[src/rtl/fde_pkg.sv]
// Shared pipeline-control definitions: FSM state encodings, one-hot opcode
// positions and the stage-control bundle decoded from the current state.
package fde_pkg;

    localparam int OPCODE_W = 16;
    localparam int REG_W    = 5;
    localparam int LEN_W    = 4;
    localparam int PERF_W   = 16;

    // One-hot opcode bit positions in the decode stage
    localparam int OP_HLT = 13;

    localparam logic [1:0] ST_RUN   = 2'd0;
    localparam logic [1:0] ST_STALL = 2'd1;
    localparam logic [1:0] ST_FLUSH = 2'd2;
    localparam logic [1:0] ST_HALT  = 2'd3;

    typedef struct packed {
        logic if_en;
        logic id_en;
        logic ex_en;
        logic wb_en;
        logic id_flush;
        logic ex_bubble;
        logic halted;
    } ctrl_t;

    function automatic ctrl_t decode_ctrl(input logic [1:0] st);
        ctrl_t c;
        c = '{if_en: 1'b1, id_en: 1'b1, ex_en: 1'b1, wb_en: 1'b1,
              id_flush: 1'b0, ex_bubble: 1'b0, halted: 1'b0};
        case (st)
            ST_STALL: begin
                c.if_en     = 1'b0;
                c.id_en     = 1'b0;
                c.ex_bubble = 1'b1;
            end
            ST_FLUSH: c.id_flush = 1'b1;
            ST_HALT: begin
                c.if_en  = 1'b0;
                c.id_en  = 1'b0;
                c.ex_en  = 1'b0;
                c.wb_en  = 1'b0;
                c.halted = 1'b1;
            end
            default: ;
        endcase
        return c;
    endfunction

endpackage

[src/rtl/hazard_detect.sv]
// Read-after-write hazard check between the instruction in decode and the
// result pending in execute. Purely combinational.
module hazard_detect
    import fde_pkg::*;
(
    input  logic [OPCODE_W-1:0] id_opcode,
    input  logic [REG_W-1:0]    id_rs,
    input  logic [REG_W-1:0]    id_rt,
    input  logic [REG_W-1:0]    ex_dest,
    input  logic                ex_wr_en,
    output logic                hazard
);

    // Register 0 is hardwired zero, so a write to it never creates a dependency
    assign hazard = ex_wr_en
                 && (ex_dest != '0)
                 && (id_opcode != '0)
                 && ((ex_dest == id_rs) || (ex_dest == id_rt));

endmodule

[src/rtl/pipeline_ctrl.sv]
// Moore FSM sequencing the fetch/decode/execute/writeback pipeline through
// RUN, STALL, FLUSH and HALT. Define PIPE_PERF_CNT_EN to build the stall and
// flush event counters; otherwise stall_cnt and flush_cnt read as zero.
module pipeline_ctrl
    import fde_pkg::*;
#(
    parameter int STALL_CYCLES = 2,
    parameter int FLUSH_CYCLES = 2
) (
    input  logic                clock,
    input  logic                reset_n,
    input  logic [OPCODE_W-1:0] id_opcode,
    input  logic [REG_W-1:0]    id_rs,
    input  logic [REG_W-1:0]    id_rt,
    input  logic [REG_W-1:0]    ex_dest,
    input  logic                ex_wr_en,
    input  logic                ex_br_taken,
    input  logic                resume,
    output logic                if_en,
    output logic                id_en,
    output logic                ex_en,
    output logic                wb_en,
    output logic                id_flush,
    output logic                ex_bubble,
    output logic                halted,
    output logic [1:0]          state,
    output logic [PERF_W-1:0]   stall_cnt,
    output logic [PERF_W-1:0]   flush_cnt
);

    localparam logic [LEN_W-1:0] STALL_LEN = LEN_W'(STALL_CYCLES - 1);
    localparam logic [LEN_W-1:0] FLUSH_LEN = LEN_W'(FLUSH_CYCLES - 1);

    logic [1:0]       state_q, state_nxt;
    logic [LEN_W-1:0] len_q, len_nxt;
    logic             hazard;
    ctrl_t            ctrl;

    hazard_detect u_hazard (
        .id_opcode (id_opcode),
        .id_rs     (id_rs),
        .id_rt     (id_rt),
        .ex_dest   (ex_dest),
        .ex_wr_en  (ex_wr_en),
        .hazard    (hazard)
    );

    always_comb begin
        // NOTE: defaults first so every path assigns both signals; a missing
        // branch would otherwise infer a latch.
        state_nxt = state_q;
        len_nxt   = len_q;
        case (state_q)
            ST_RUN: begin
                if (ex_br_taken) begin
                    state_nxt = ST_FLUSH;
                    len_nxt   = FLUSH_LEN;
                end else if (hazard) begin
                    state_nxt = ST_STALL;
                    len_nxt   = STALL_LEN;
                end else if (id_opcode[OP_HLT]) begin
                    state_nxt = ST_HALT;
                    len_nxt   = '0;
                end
            end
            ST_STALL, ST_FLUSH: begin
                // A taken branch squashes whatever is being held or flushed
                if (ex_br_taken) begin
                    state_nxt = ST_FLUSH;
                    len_nxt   = FLUSH_LEN;
                end else if (len_q == '0) begin
                    state_nxt = ST_RUN;
                end else begin
                    len_nxt = len_q - 1'b1;
                end
            end
            ST_HALT: begin
                if (resume) state_nxt = ST_RUN;
            end
            default: state_nxt = ST_RUN;
        endcase
    end

    always_ff @(posedge clock or negedge reset_n) begin
        if (!reset_n) begin
            state_q <= ST_RUN;
            len_q   <= '0;
        end else begin
            // NOTE: non-blocking so every flop samples pre-edge values,
            // independent of statement order.
            state_q <= state_nxt;
            len_q   <= len_nxt;
        end
    end

    assign ctrl      = decode_ctrl(state_q);
    assign if_en     = ctrl.if_en;
    assign id_en     = ctrl.id_en;
    assign ex_en     = ctrl.ex_en;
    assign wb_en     = ctrl.wb_en;
    assign id_flush  = ctrl.id_flush;
    assign ex_bubble = ctrl.ex_bubble;
    assign halted    = ctrl.halted;
    assign state     = state_q;

`ifdef PIPE_PERF_CNT_EN
    logic              stall_entry, flush_entry;
    logic [PERF_W-1:0] stall_q, flush_q;

    // Every taken branch outside HALT is a (re)entry into FLUSH
    assign stall_entry = (state_q == ST_RUN) && (state_nxt == ST_STALL);
    assign flush_entry = ex_br_taken && (state_q != ST_HALT);

    always_ff @(posedge clock or negedge reset_n) begin
        if (!reset_n) begin
            stall_q <= '0;
            flush_q <= '0;
        end else begin
            if (stall_entry && (stall_q != '1)) stall_q <= stall_q + 1'b1;
            if (flush_entry && (flush_q != '1)) flush_q <= flush_q + 1'b1;
        end
    end

    assign stall_cnt = stall_q;
    assign flush_cnt = flush_q;
`else
    assign stall_cnt = '0;
    assign flush_cnt = '0;
`endif

endmodule

[config.mk]
export PLATFORM = sky130hd
export DESIGN_NAME = pipeline_ctrl
export DESIGN_NICKNAME = d
export VERILOG_FILES = /design/src/rtl/fde_pkg.sv /design/src/rtl/hazard_detect.sv /design/src/rtl/pipeline_ctrl.sv
export SDC_FILE = /design/constraint.sdc
export NUM_CORES = 1
export LEC_CHECK = 0
export ABC_AREA = 1
export BUFFER_PORTS_ARGS = -buffer_cell sky130_fd_sc_hd__buf_4
export CORE_MARGIN = 8
export CORE_UTILIZATION = 30
export DETAILED_ROUTE_END_ITERATION = 10
export GPL_TIMING_DRIVEN = 0
export MAX_ROUTING_LAYER = met4
export PLACE_DENSITY = 0.74
export SLEW_MARGIN = 10
export SYNTH_ARGS = -nofsm -noshare
export SYNTH_HDL_FRONTEND = slang
export SYNTH_SLANG_ARGS = --single-unit
[constraint.sdc]
create_clock -name clock -period 2.6 [get_ports clock]
set_input_delay 0.52 -clock clock [delete_from_list [all_inputs] [get_ports clock]]
set_output_delay 0.52 -clock clock [all_outputs]
set_load 0.02 [all_outputs]
==> results of run 1 <==
registers in the layout, summed over array words and instances (netlist names):
name   cells
state      2
len_q      4
power breakdown:
| group | internal [mW] | total, mW | switching (mW) | leakage (nW) |
|---|---|---|---|---|
| Combinational | 0.363 | 0.835 | 0.472 | 0.857 |
| Clock | 0.0523 | 0.0872 | 0.0349 | 0.0138 |
| Sequential | 0.140 | 0.184 | 0.0440 | 0.0766 |
placed cells by master, fill, tap and decap left out, types with 2 or more instances in the layout:
cell type / instances
nand2_4: 2
dfrtp_1: 6
a21oi_1: 3
nor2_1: 27
conb_1: 32
nand2_2: 3
clkbuf_4: 3
inv_2: 5
inv_1: 14
ha_1: 6
xnor2_1: 4
buf_4: 78
nand3_1: 5
nand2_1: 42
logic make-up (layout without fill, tap and decap cells):
group / Yosys count / after routing / synth area share (%)
buffers and inverters: 54 / 101 / 32.5
AND/OR/NAND/NOR: 82 / 82 / 33.7
adder cells (fa/ha/maj): 6 / 6 / 7.38
XOR/XNOR: 4 / 4 / 3.44
other: 1 / 32 / 0.369
AO/OA/AOI/OAI: 9 / 9 / 7.87
flip-flops: 6 / 6 / 14.8
path summary, 6_finish.rpt:
check | cells after the start | start | end
max | 4 | state[0] | if_en
min | 1 | reset_n | state[0]
max reg2reg | 8 | state[0] | state[1]
min reg2reg | 2 | len_q[1] | len_q[1]
max in group asynchronous | 1 | reset_n | len_q[1]
min in group clock | 2 | len_q[1] | len_q[1]
routing by layer:
metal / share of wire [%] / wire, um / track usage, % / vias up
li1: - / - / - / 581
met4: 0.77 / 20 / 1.96 / 0
met2: 44 / 1130 / 15.4 / 52
met1: 44 / 1130 / 9.58 / 430
met3: 12 / 309 / 3.77 / 2
met5: 0 / 0 / - / -
area by class of cell:
| class | instances | area share (%) |
|---|---|---|
| Buffer | 34 | 16.5 |
| Clock buffer | 3 | 1.46 |
| Inverter | 20 | 4.86 |
| Multi-Input combinational cell | 133 | 42.3 |
| Sequential cell | 6 | 9.72 |
| Tap cell | 46 | 3.73 |
| Timing Repair Buffer | 44 | 21.4 |
==> impl_results.md, run 1 <==
* Status: finished, final reports clean
* CP Cell Sequence: ha_1 > nor2_1 > buf_4 > buf_4
* Post-Synthesis Cells at 162
* Placed insts at 283
* Final hold violations at 0
* Non-filler instance count after layout at 286
* Most frequent cells after synthesis: nand2_1 (42), buf_4 (34), nor2_1 (27)
* Wire per inst at 9.07 um
* Crit path DAT at 1.28 ns
* Clk Latency, worst-skew pair at 0.25 ns
* Hold WC Path Type: primary input to async pin
* Number of remaining DRC errors at 0
* Ys Warns at 0
* Worst-path maximum fanout at 4
* CTS resizes at 0
* Setup Crit Path Kind: flop to output port
* Post-Place Cell Area at 1520 um^2
* Layout cells sized above 1 at 39.6%
* CTS tree: done
* Netlist Area Pre-Place at 1020 um^2
* Most common cell on crit path: buf_4
* Initial antenna violation count at 0
* RSZ-0062 raised after global routing: no
* Utilization after layout at 47.0%
* CTS Buf Count at 3
* FF+latch count, synth at 6
* Synth unique cells at 23
* Max stage delay on crit path at 0.41 ns
* Top post-synthesis cells by area: buf_4 (25%), nand2_1 (15%), dfrtp_1 (15%)
* Drt first-iter violations at 59
* Count leader, synth: nand2_1
* Post-route ant nets at 0
* Filler cells at 344
* Final Setup Violations at 0
* FMAX at 555 MHz
* Final HPWL DP at 2340 um
* Pwr Density at 716 nW/um^2
* Htree depth at 1
* GRT Util Overall at 9.06%
* Design area at 1540 um^2
* Post-Route WL at 2590 um
* Yosys top cell by area: buf_4
* Slew Limit Fails at 0
* Worst reg-to-reg setup slack at 0.96 ns
* Ant. Diodes at 0
* WHS at 0.0684 ns
* Syn Area/Cell at 6.28 um^2
* # hold bufs at CTS at 0
* Row cnt at 21
* Via-per-instance ratio at 3.72
* Ys flop type: dfrtp_1
* Critical Path RT at 2.08 ns
* EDFF count, synth at 0
* Die X at 74.2 um
* Largest net degree at the start of global routing at 7
* Die ar. at 5510 um^2
* Slowest CP cell: dfrtp_1
* Starting Density at 31.0%
* Peak VDD IR at 213 uV
* Fin crit share at 69.3%
* Setup WS post-layout at 0.799 ns
* # port buffers at 44
* Buf/Inv on CP at 2
* Area occupied by multi-input gates at 653 um^2
* Vias at 1065
* Num Clock Sinks at 6
* Reg area at 150 um^2
* Final setup TNS at 0 ns
* Reg clk slew, reported paths at 0.04 ns
* Final nets at 284
* Longest Clk Path Bufs at 2
* Number of global-route vias before repair at 971
* Clk_skew at 0.00104 ns
* Area Growth Syn to Fin at 51.8%
* Fin crit period at 1.80 ns
* Pleak at 0.948 nW
* I/O Pins at 77
* CP Capture Type: output port
* Total of max-cap violations at 0
* Sequential area share after synthesis at 14.8%
* Top-area cell type share of the netlist area at 25.1%
* Die Ht at 74.2 um
* Core Area at 3280 um^2
* Overall Power at 1.11 mW
* Clock Root Buffer: clkbuf_4
* Total grt overflow at 0
* Postcts setup bufs at 0
* Pre-antenna DRT Iters at 4
* Startpoint Class: flop
* FFs w/ async S/R, synth at 100%
* Wire length of the first global-routing pass at 3950 um
* GP Congestion at 0.830
* Dpl ws at 0.978 ns
* Cell family with most CP delay: flip-flops
Power figures use the tool's default switching activity.
==> run 2, diff against run 1 <==
- PLACE_DENSITY: 0.74 -> 0.76
- clock period: 2.6 -> 1.57 ns (I/O delays scaled with it)
==> impl_results.md, run 2 (synthesis results as in run 1) <==
* FMAX at 659 MHz
* Max reg flops at 4 (unchanged)
* Number of remaining DRC errors at 0 (unchanged)
* Longest Clk Path Bufs at 2 (unchanged)
* Pre-antenna DRT Iters at 4 (unchanged)
* Core Area at 3280 um^2 (unchanged)
* GP Congestion at 0.854 (+2.9%)
* Wire per inst at 9.58 um (+5.6%)
* Reg-to-Reg End: len_q[0]
* Status: finished, final reports clean
* Peak VDD IR at 421 uV (+98%)
* Layout cells sized above 1 at 44.4% (+4.9 points)
* Die ar. at 5510 um^2 (unchanged)
* Final HPWL DP at 2320 um (-0.77%)
* CP Capture Type: output port
* Worst Setup EP: id_flush
* Reg clk slew, reported paths at 0.06 ns (+0.02 ns)
* Final nets at 286 (+0.70%)
* Most frequent cells in the layout: buf_4 (78), nand2_1 (41), conb_1 (32), nor2_1 (26), inv_1 (11)
* Wire length of the first global-routing pass at 3970 um (+0.53%)
* Setup Crit Path Kind: flop to output port
* Num Clock Sinks at 6 (unchanged)
* Crit path DAT at 1.20 ns (-0.08 ns)
* Total of max-cap violations at 0 (unchanged)
* Worst reg-to-reg setup slack at 0.11 ns (-0.85 ns)
* Ant. Diodes at 0 (unchanged)
* Reg2reg start: state[0]
* Number of global-route vias before repair at 968 (-0.31%)
* Hold WC Path Type: primary input to async pin
* Die Ht at 74.2 um (unchanged)
* Total grt overflow at 0 (unchanged)
* Drt first-iter violations at 33 (-44%)
* Vias at 1067 (+0.19%)
* Pwr Density at 1260 nW/um^2 (+76%)
* Overall Power at 2.06 mW (+87%)
* Starting Density at 31.0% (unchanged)
* Slew Limit Fails at 0 (unchanged)
* Final hold violations at 0 (unchanged)
* CTS Buf Count at 3 (unchanged)
* Filler cells at 340 (-1.2%)
* Final Setup Violations at 0 (unchanged)
* Clock Root Buffer: clkbuf_4
* Die X at 74.2 um (unchanged)
* GRT Util Overall at 9.16% (+0.096 points)
* Placed insts at 283 (unchanged)
* Htree depth at 1 (unchanged)
* Pleak at 0.962 nW (+1.5%)
* Critical Path RT at 1.26 ns (-0.82 ns)
* Most common cell after layout, fill and taps aside: buf_4
* Via-per-instance ratio at 3.69 (-0.85%)
* Clk Latency, worst-skew pair at 0.27 ns (+0.02 ns)
* Area Growth Syn to Fin at 60.6%
* Worst-path maximum fanout at 3 (-1)
* Largest net degree at the start of global routing at 7 (unchanged)
* I/O Pins at 77 (unchanged)
* Initial antenna violation count at 0 (unchanged)
* RSZ-0062 raised after global routing: no
* Post-route ant nets at 0 (unchanged)
* Row cnt at 21 (unchanged)
* Fin crit period at 1.52 ns
* CP Launch Point: state[1]
* Startpoint Class: flop
* Fin crit share at 96.6%
* Clk_skew at 0.0195 ns (+0.0184 ns)
* CTS tree: done
* Post-Route WL at 2770 um (+6.7%)
* FF-to-FF path depth at 7 (-1)
* Non-filler instance count after layout at 289 (+1.0%)
* # port buffers at 44 (unchanged)
* Register with the most flip-flops: len_q
## run 2: cell types whose count changed in the layout (fill, tap and decap cells not counted), moves of 2 or more
cell	delta
ha_4	+3
dfrtp_2	+2
dfrtp_1	-2
inv_1	-3
inv_4	+2
ha_1	-3
## run 2: layout make-up
type                       instances  area (um^2)  area share, %
inverter                          20         80.1           4.90
timing repair buffer              47          359           22.0
sequential                         6          153           9.34
buffer                            33          248           15.2
clock buffer                       4         26.3           1.61
multi-input combinational        133          711           43.5
tap                               46         57.6           3.52
## run 2: timing repair
item	CTS	global route
gates resized for setup	2	13
hold buffers	1	0
buffers inserted	1	1
pin swaps	0	3
endpoints found under the setup margin	3	8
endpoints found under the hold margin	6	0
## run 2: how the worst min path moves through the flow
stage,startpoint,endpoint,cells after the start
5_1_grt,reset_n,state[1],2
3_5_place_dp,reset_n,len_q[0],1
2_1_floorplan,reset_n,len_q[0],0
4_1_cts,reset_n,state[0],2
6_report,reset_n,state[0],2
3_3_place_gp,reset_n,len_q[0],1
## run 2: critical path: stages (launching register included)
cell and delay [ns]:
dfrtp_2 0.45, buf_4 0.16, ha_1 0.17, buf_4 0.15
## run 2: power by group
part | switching (mW) | internal [mW] | total, mW
Sequential | 0.0957 | 0.236 | 0.332
Combinational | 0.842 | 0.722 | 1.56
Clock | 0.0703 | 0.0972 | 0.168
Total | 1.01 | 1.06 | 2.06
## run 2: stage by stage
step	setup TNS, ns	util, %	hold WS, ns	cell area (um^2)	setup slack (ns)
6_report	0	49.8	0.379	1630	0.0527
5_1_grt	0	49.8	0.390	1630	0.0107
4_1_cts	-0.0121	48.2	0.372	1580	-0.0110
3_5_place_dp	-0.0491	46.6	0.121	1530	-0.0255
3_3_place_gp	-0.0366	46.6	0.122	1530	-0.0218
2_1_floorplan	0	-	0.0184	1140	0.0310
## run 2: metal layers
| metal | share of wire (%) | global-route usage, % | vias up | routed length (um) |
|---|---|---|---|---|
| li1 | - | - | 584 | - |
| met1 | 38 | 9.84 | 429 | 1060 |
| met2 | 48 | 14.8 | 49 | 1320 |
| met3 | 13 | 3.77 | 5 | 348 |
| met4 | 1.4 | 3.26 | 0 | 38 |
| met5 | 0 | - | - | 0 |
==> run 3, diff against run 2 <==
- CORE_UTILIZATION: 30 -> 36
- PLACE_DENSITY: 0.76 -> 0.87
==> impl_results.md, run 3 (synthesis results as in run 1) <==
* Final Setup Violations at 0 (unchanged)
* Reg2reg start: state[0]
* Post-Route WL at 2870 um (+3.8%)
* Reg-to-Reg End: state[1]
* CTS tree: done
* Die ar. at 4780 um^2 (-13%)
* Status: finished, final reports clean
* Clock Root Buffer: clkbuf_4
* Post-route ant nets at 0 (unchanged)
* Pwr Density at 1320 nW/um^2 (+4.3%)
* Core Area at 2710 um^2 (-17%)
* FMAX at 654 MHz (-0.77%)
* Die Ht at 69.2 um (-6.8%)
* Peak VDD IR at 1270 uV (+200%)
* FF-to-FF path depth at 8 (+1)
* Reg clk slew, reported paths at 0.05 ns (about the same)
* Final HPWL DP at 2420 um (+4.4%)
* Htree depth at 1 (unchanged)
* Met2 wire len at 1540 um (+17%)
* Wire per inst at 10.5 um (+9.1%)
* Area Growth Syn to Fin at 59.8%
* Starting Density at 37.5% (+6.6 points)
* Utilization after layout at 60.0% (+10 points)
* Crit path DAT at 1.72 ns (+0.52 ns)
* Fin crit share at 97.4% (+0.75 points)
* I/O Pins at 77 (unchanged)
* Row cnt at 19 (-9.5%)
* Max reg flops at 4 (unchanged)
* GRT Util Overall at 10.4% (+1.2 points)
* Number of global-route vias before repair at 1041 (+7.5%)
* Die X at 69.2 um (-6.8%)
* Startpoint Class: flop
* Dpl ws at -0.0627 ns (-0.0372 ns)
* Slew Limit Fails at 0 (unchanged)
* Area occupied by multi-input gates at 711 um^2 (unchanged)
* Clk_skew at 0.00846 ns (-0.0110 ns)
* Ant. Diodes at 0 (unchanged)
* Worst-path maximum fanout at 5 (+2)
* # port buffers at 44 (unchanged)
* Fin crit period at 1.53 ns (+0.0117 ns)
* CTS Buf Count at 3 (unchanged)
* Longest Clk Path Bufs at 2 (unchanged)
* Num Clock Sinks at 6 (unchanged)
* Metal-1 WL at 1140 um (+7.4%)
* CP Launch Point: state[0]
* Register with the most flip-flops: len_q
* Setup WS post-layout at 0.0410 ns (-0.0117 ns)
* Total grt overflow at 0 (unchanged)
* Via-per-instance ratio at 4.00 (+8.2%)
* Pre-antenna DRT Iters at 4 (unchanged)
* Filler cells at 236 (-31%)
* Final nets at 287 (+0.35%)
* GP Congestion at 0.842 (-1.5%)
* Reg area at 153 um^2 (unchanged)
* Clk Latency, worst-skew pair at 0.25 ns (-0.02 ns)
* DR top layer: met4
* Initial antenna violation count at 0 (unchanged)
* Most common cell after layout, fill and taps aside: buf_4
* Critical Path RT at 1.76 ns (+0.50 ns)
* Total of max-cap violations at 0 (unchanged)
* Met3 routed WL at 146 um (-58%)
* Hold WC Path Type: primary input to async pin
* Worst reg-to-reg setup slack at 0.04 ns (-0.07 ns)
* CP Capture Type: flop
* Number of remaining DRC errors at 0 (unchanged)
* Largest net degree at the start of global routing at 7 (unchanged)
* Vias at 1099 (+3.0%)
* Most frequent cells in the layout: buf_4 (79), nand2_1 (42), conb_1 (32), nor2_1 (25), inv_1 (11)
* Wire length of the first global-routing pass at 4200 um (+5.7%)
* Drt first-iter violations at 37 (+12%)
* Final hold violations at 0 (unchanged)
* Layout cells sized above 1 at 44.7% (+0.23 points)
* Setup Crit Path Kind: flop to flop
* Pleak at 0.966 nW (+0.51%)
[run 3: cell types whose count changed in the layout (fill, tap and decap cells not counted), sizes merged]
cell / change
buf: +1
[run 3: final cells by class]
cell class	instances	share of cell area, %
Multi-Input combinational cell	133	43.7
Timing Repair Buffer	48	22.6
Buffer	33	15.2
Sequential cell	6	9.39
Inverter	20	5.08
Tap cell	31	2.39
Clock buffer	4	1.62
[run 3: worst max-delay path: stages (launching register included)]
cell     delay, ns
dfrtp_2       0.45
inv_4         0.07
ha_4          0.31
nand2_1       0.14
o22ai_2       0.22
inv_1         0.08
nand2_2       0.08
nand2_1       0.06
nand2_1       0.06
[run 3: layer usage]
| metal | GRT usage (%) | vias up |
|---|---|---|
| met5 | - | - |
| met4 | 4.78 | 0 |
| met3 | 2.15 | 4 |
| met2 | 19.1 | 41 |
| met1 | 10.2 | 467 |
| li1 | - | 587 |
[run 3: worst max path at each step]
stage | endpoint | cells after the start
after floorplan | state[1] | 8
after global placement | state[1] | 8
after detailed placement | state[1] | 8
after CTS | state[1] | 8
after global routing | state[1] | 8
final | state[1] | 8
[run 3: through the flow]
stage | hold slack (ns) | std cells | setup TNS (ns) | cell area [um^2] | power (mW)
after CTS | 0.404 | 273 | -0.0365 | 1550 | 1.89
after global placement | 0.125 | 268 | -0.0509 | 1510 | 1.68
after detailed placement | 0.126 | 268 | -0.116 | 1510 | 1.71
after global routing | 0.397 | 275 | -0.0264 | 1630 | 2.33
after floorplan | 0.0184 | 193 | 0 | 1140 | 1.33
final | 0.402 | 275 | 0 | 1630 | 2.14
[run 3: timing repair]
item / CTS / global route
hold buffers: 1 / 0
gates cloned: 0 / 0
gates resized for setup: 1 / 15
endpoints found under the hold margin: 6 / 0
pin swaps: 0 / 3
buffers inserted: 0 / 3
setup endpoints to repair: 4 / 9
[run 3: power by group]
| group | leakage, nW | total [mW] | internal (mW) | switching [mW] |
|---|---|---|---|---|
| sequential | 0.0743 | 0.342 | 0.236 | 0.105 |
| clock | 0.0150 | 0.160 | 0.0967 | 0.0632 |
| combinational | 0.877 | 1.64 | 0.762 | 0.877 |
| total | 0.966 | 2.14 | 1.09 | 1.05 |
